$ cat config.mk
export PLATFORM = sky130hd
export DESIGN_NAME = mem_arbiter
export DESIGN_NICKNAME = d
export VERILOG_FILES = /design/src/rtl/mem_arb_pkg.sv /design/src/rtl/mem_arbiter_rr_pick2.sv /design/src/rtl/mem_arbiter.sv
export SDC_FILE = /design/constraint.sdc
export NUM_CORES = 1
export LEC_CHECK = 0
export CAP_MARGIN = 20
export CELL_PAD_IN_SITES_DETAIL_PLACEMENT = 1
export CELL_PAD_IN_SITES_GLOBAL_PLACEMENT = 1
export CORE_UTILIZATION = 28
export CTS_BUF_LIST = sky130_fd_sc_hd__clkbuf_4
export DETAILED_ROUTE_END_ITERATION = 12
export PLACE_DENSITY = 0.82
export REMOVE_ABC_BUFFERS = 1
export SLEW_MARGIN = 20
export SYNTH_ARGS = -nofsm -noshare
export SYNTH_HDL_FRONTEND = slang
export SYNTH_HIERARCHICAL = 1
export SYNTH_SLANG_ARGS = --single-unit
$ cat constraint.sdc
create_clock -name clock -period 1.8 [get_ports clock]
set_input_delay 0.18 -clock clock [delete_from_list [all_inputs] [get_ports clock]]
set_output_delay 0.18 -clock clock [all_outputs]
set_load 0.05 [all_outputs]
$ cat src/rtl/mem_arb_pkg.sv
// Shared types and constants for the two-master memory arbiter.
// FSM state encoding and the wait-counter width.
package mem_arb_pkg;

  localparam int WAIT_W = 4;

  typedef enum logic [1:0] {
    ST_IDLE   = 2'd0,
    ST_ACCESS = 2'd1,
    ST_DONE   = 2'd2
  } state_e;

endpackage

$ cat src/rtl/mem_arbiter_rr_pick2.sv
// Two-way winner select. valid=any request; win=index of the winner.
// Ports: req0, req1, last (last served) -> valid, win.
module rr_pick2 (
  input  logic req0,
  input  logic req1,
  input  logic last,
  output logic valid,
  output logic win
);

  assign valid = req0 | req1;
  // On a tie the master not served last wins; last=1 gives master 0 priority.
  assign win   = req1 & (~req0 | ~last);

endmodule

$ cat src/rtl/mem_arbiter.sv
// Two-master (CPU=m0, DMA=m1) arbiter for one synchronous memory port.
// Ports: clock/resetn; mN_req/we/addr/wdata in, mN_ack/rdata out;
// mem_en/we/addr/wdata out, mem_rdata in; busy, owner status.
// Build option MEM_ARB_FIXED_PRIO_EN: master 0 wins every tie.
module mem_arbiter
  import mem_arb_pkg::*;
#(
  parameter int AW   = 32,
  parameter int DW   = 32,
  parameter int WAIT = 1
) (
  input  logic          clock,
  input  logic          resetn,
  input  logic          m0_req,
  input  logic          m0_we,
  input  logic [AW-1:0] m0_addr,
  input  logic [DW-1:0] m0_wdata,
  output logic          m0_ack,
  output logic [DW-1:0] m0_rdata,
  input  logic          m1_req,
  input  logic          m1_we,
  input  logic [AW-1:0] m1_addr,
  input  logic [DW-1:0] m1_wdata,
  output logic          m1_ack,
  output logic [DW-1:0] m1_rdata,
  output logic          mem_en,
  output logic          mem_we,
  output logic [AW-1:0] mem_addr,
  output logic [DW-1:0] mem_wdata,
  input  logic [DW-1:0] mem_rdata,
  output logic          busy,
  output logic          owner
);

  if (WAIT < 1 || WAIT > 15) begin : g_wait_chk
    $error("mem_arbiter: WAIT must be in 1..15");
  end

  localparam logic [WAIT_W-1:0] CNT_INIT = WAIT_W'(WAIT - 1);
  localparam logic [WAIT_W-1:0] CNT_ONE  = WAIT_W'(1);
  localparam logic              WAIT1    = (WAIT == 1);

  state_e            state_q;
  logic [WAIT_W-1:0] cnt_q;
  logic              owner_q;
  logic              we_q;
  logic [AW-1:0]     addr_q;
  logic [DW-1:0]     wdata_q;
  logic [DW-1:0]     rd0_q;
  logic [DW-1:0]     rd1_q;
  logic              ack0_q;
  logic              ack1_q;
  logic              en_q;
  logic              mwe_q;

  logic              last_w;
  logic              pick_valid;
  logic              pick_win;
  logic              sel_we;
  logic [AW-1:0]     sel_addr;
  logic [DW-1:0]     sel_wdata;

`ifdef MEM_ARB_FIXED_PRIO_EN
  assign last_w = 1'b1;
`else
  logic last_q;
  assign last_w = last_q;
`endif

  rr_pick2 u_pick (
    .req0  (m0_req),
    .req1  (m1_req),
    .last  (last_w),
    .valid (pick_valid),
    .win   (pick_win)
  );

  assign sel_we    = pick_win ? m1_we    : m0_we;
  assign sel_addr  = pick_win ? m1_addr  : m0_addr;
  assign sel_wdata = pick_win ? m1_wdata : m0_wdata;

  always_ff @(posedge clock or negedge resetn) begin
    if (!resetn) begin
      state_q <= ST_IDLE;
      cnt_q   <= '0;
      owner_q <= 1'b0;
      we_q    <= 1'b0;
      addr_q  <= '0;
      wdata_q <= '0;
      rd0_q   <= '0;
      rd1_q   <= '0;
      ack0_q  <= 1'b0;
      ack1_q  <= 1'b0;
      en_q    <= 1'b0;
      mwe_q   <= 1'b0;
`ifndef MEM_ARB_FIXED_PRIO_EN
      last_q  <= 1'b1;
`endif
    end else begin
      unique case (state_q)
        ST_IDLE: begin
          if (pick_valid) begin
            state_q <= ST_ACCESS;
            owner_q <= pick_win;
            we_q    <= sel_we;
            addr_q  <= sel_addr;
            wdata_q <= sel_wdata;
            cnt_q   <= CNT_INIT;
            en_q    <= 1'b1;
            // A single-cycle access is already the strobe cycle.
            mwe_q   <= sel_we & WAIT1;
          end
        end
        ST_ACCESS: begin
          if (cnt_q == '0) begin
            state_q <= ST_DONE;
            en_q    <= 1'b0;
            mwe_q   <= 1'b0;
            if (owner_q) ack1_q <= 1'b1;
            else         ack0_q <= 1'b1;
            if (!we_q) begin
              if (owner_q) rd1_q <= mem_rdata;
              else         rd0_q <= mem_rdata;
            end
          end else begin
            cnt_q <= cnt_q - CNT_ONE;
            // Strobe only in the cycle where the counter reaches 0.
            mwe_q <= we_q & (cnt_q == CNT_ONE);
          end
        end
        ST_DONE: begin
          state_q <= ST_IDLE;
          ack0_q  <= 1'b0;
          ack1_q  <= 1'b0;
`ifndef MEM_ARB_FIXED_PRIO_EN
          last_q  <= owner_q;
`endif
        end
        default: begin
          state_q <= ST_IDLE;
          ack0_q  <= 1'b0;
          ack1_q  <= 1'b0;
          en_q    <= 1'b0;
          mwe_q   <= 1'b0;
        end
      endcase
    end
  end

  assign m0_ack    = ack0_q;
  assign m1_ack    = ack1_q;
  assign m0_rdata  = rd0_q;
  assign m1_rdata  = rd1_q;
  assign mem_en    = en_q;
  assign mem_we    = mwe_q;
  assign mem_addr  = addr_q;
  assign mem_wdata = wdata_q;
  assign busy      = (state_q != ST_IDLE);
  assign owner     = owner_q;

endmodule

==> flow_summary.json <==
{
  "status": "finished, final reports clean",
  "die-area_sq_um": 22030,
  "grt_pass1_wl_microns": 29800,
  "clockPowerShare_pct": 11.5,
  "fin_util_pct": 46.78,
  "fin_setup_tns_ns": 0,
  "area_growth_pct": 63.78,
  "switching_share_pct": 51.74,
  "cp-startpoint": "cnt_q[0]$_DFFE_PN0P_",
  "seqPwrFrac_pct": 27.8,
  "pwr_density_cell_nw_per_um2": 2046,
  "ir_drop_mv": 1.295,
  "hold_viol": 0,
  "die_w_microns": 148.4,
  "routabilityCongestion": 0.7823,
  "p_sw_mw": 10.41,
  "reg2reg_from": "cnt_q[0]$_DFFE_PN0P_",
  "cts_sinks": 141,
  "cts_tree": "yes",
  "worstPathMaxFanout": 4,
  "async_reset_ff_share_pct": 100.0,
  "period_needed_ns": 1.712,
  "antenna_found_initial": 1,
  "yosys_warnings": 6,
  "avgViaCountPerCell": 4.580,
  "grt_max_degree": 47,
  "drtAntennaViolNets": 0,
  "hold_class": "in -> async",
  "drive_gt1_share_pct": 19.41,
  "drc": 0,
  "cts-root-buf": "clkbuf_4",
  "finalCritPeriodShare_pct": 95.13,
  "cts_buffer_depth": 2,
  "nNetsFinal": 974,
  "fmax_mhz": 584.0,
  "htreeDepth": 4,
  "synth_ff_type": "dfrtp_1",
  "clk_latency_ns": 0.55,
  "synth_edf_count": 0,
  "arrival_ns": 2.19,
  "synthCells": 475,
  "grt_remaining_overflow": 0,
  "vias": 5015,
  "fin_skew_ns": 0.02810,
  "cp_data_required_time_ns": 2.28,
  "clk_pin_slew_ns": 0.15,
  "coreArea_sq_um": 21020,
  "synth_cell_types": 38,
  "maxCapViolCount": 0,
  "cts_buffers": 17,
  "hpwl_microns": 15210,
  "path_class": "reg -> reg",
  "ys_ff_latch": 141,
  "final_max_slew_viol_count": 0,
  "cp-start-kind": "register",
  "fin_cells": 1095,
  "row_count": 53,
  "p_int_mw": 9.708,
  "start_util_pct": 28.56,
  "syn_avg_cell_area_sq_um": 12.64,
  "leakage_nw": 4.340,
  "synth_area_sq_um": 6005,
  "dr.pass1.iters": 4,
  "placed_cells": 1058,
  "endpoint_kind": "register",
  "rsz0062_at_grt": "no",
  "io_pins": 300,
  "io_buffers": 299,
  "grt_pass1_vias": 5409,
  "grtUsageTotal_pct": 17.88,
  "slew_headroom_pct": 63.51,
  "comb_power_share_pct": 60.7,
  "worst_pin_slew_ns": 0.5495,
  "routed_wl_microns": 19430,
  "seq_area_frac_synth_pct": 58.78,
  "finalSetupViolCount": 0,
  "die_y_microns": 148.4,
  "post_drt_wl_per_cell_microns": 17.75,
  "drtIter0Drc": 78
}
[worst max-delay path: stages (launching register included)]
cell	delay (ns)
dfrtp_1	0.38
inv_1	0.07
ha_2	0.18
and2b_2	0.25
buf_6	0.14
or4_4	0.50
a21oi_2	0.14
[metrics by stage]
step	worst slack (ns)	area (sq um)	hold slack, ns	power, mW
after CTS	0.01433	9793	0.05316	20.35
after global routing	0.0004717	9834	0.06808	21.22
after detailed placement	-0.1652	9613	0.1478	18.98
after floorplan	-6.481	5826	-0.1156	12.77
final	0.08763	9834	0.1038	20.12
after global placement	-0.1190	9613	0.1477	18.62
[cell type report]
type / count / area (sq um)
multi-input cells: 295 / 2295
diodes: 1 / 2.502
flip-flops and latches: 141 / 3530
fillers: 2300 / 11190
clock buffers: 18 / 135.1
well taps: 275 / 344.1
clock inverters: 14 / 182.7
inverters: 10 / 37.54
repair buffers: 341 / 3308
[timing repair]
item / CTS / global route
pin swaps: 0 / 2
hold buffers: 1 / 0
gates resized for setup: 131 / 8
setup buffers: 1 / 2
endpoints found under the hold margin: 141 / 0
endpoints found under the setup margin: 129 / 60
[synth_stat cells (2+ instances only)]
library cell  count  area share, %
dfrtp_1         140             58
nor2_1           66            4.1
a21oi_1          65            5.4
mux2i_1          64             11
mux2_2           62             12
buf_2            14            1.2
inv_1            10           0.63
buf_6             7            1.3
clkbuf_1          7           0.44
o21ai_0           5           0.42
mux2_4            4            1.0
a22o_1            2           0.29
ha_1              2           0.42
nand2_1           2           0.13
nand4_4           2           0.71
[per-layer routing]
metal	global-route usage (%)	vias up	wire length, microns
met3	8.221	16	2143
met2	30.58	220	9683
met1	19.64	2451	7385
met4	5.515	0	222
li1	-	2328	-
met5	0	-	0
[kinds of logic (layout without fill, tap and decap cells)]
logic type	count (synthesis)	after routing	share of synthesized area, %
flops	141	141	58.78
buf+inv	39	383	3.605
compound gates	83	83	7.544
other cells	0	1	0
simple gates	80	80	6.356
mux	130	130	23.30
fa+ha+maj	2	2	0.4167
[power by group through the flow]
stage	clock [mW]	sequential, mW	combinational (mW)
final	2.32	5.60	12.2
after global routing	2.55	5.80	12.9
after CTS	2.44	5.64	12.3
after detailed placement	0	5.76	13.2
after global placement	0	5.64	13.0
after floorplan	0	10.2	2.57
[layout by cell type, fill, tap and decap left out, types with 3 or more instances in the layout]
| cell type | instances |
|---|---|
| dfrtp_1 | 140 |
| clkbuf_4 | 18 |
| mux2i_1 | 64 |
| inv_6 | 5 |
| nor2_1 | 65 |
| dlygate4sd2_1 | 125 |
| mux2_2 | 62 |
| buf_12 | 13 |
| clkdlybuf4s50_1 | 164 |
| buf_4 | 33 |
| inv_1 | 10 |
| bufinv_16 | 3 |
| o21ai_0 | 5 |
| a21oi_1 | 64 |
| mux2_4 | 4 |
[final timing paths]
| kind | end | slack (ns) | depth (start not counted) |
|---|---|---|---|
| max in group asynchronous | mem_wdata[14]$_DFFE_PN0P_ | 1.04 | 3 |
| min in group clock | m1_rdata[31]$_DFFE_PN0P_ | 0.25 | 2 |
| worst max-delay path | cnt_q[3]$_DFFE_PN0P_ | 0.09 | 6 |
| worst max register to register | cnt_q[3]$_DFFE_PN0P_ | 0.09 | 6 |
| worst min-delay path | m1_rdata[22]$_DFFE_PN0P_ | 0.10 | 2 |
| worst min register to register | m1_rdata[25]$_DFFE_PN0P_ | 0.52 | 1 |
[flip-flops by register name, summed over array words and instances, names as in the netlist, 2 cells and up]
| name | cells |
|---|---|
| m0_rdata | 32 |
| m1_rdata | 32 |
| mem_addr | 32 |
| mem_wdata | 32 |
| cnt_q | 4 |
| state_q | 2 |
No activity file was read; power rests on OpenSTA's default activity.
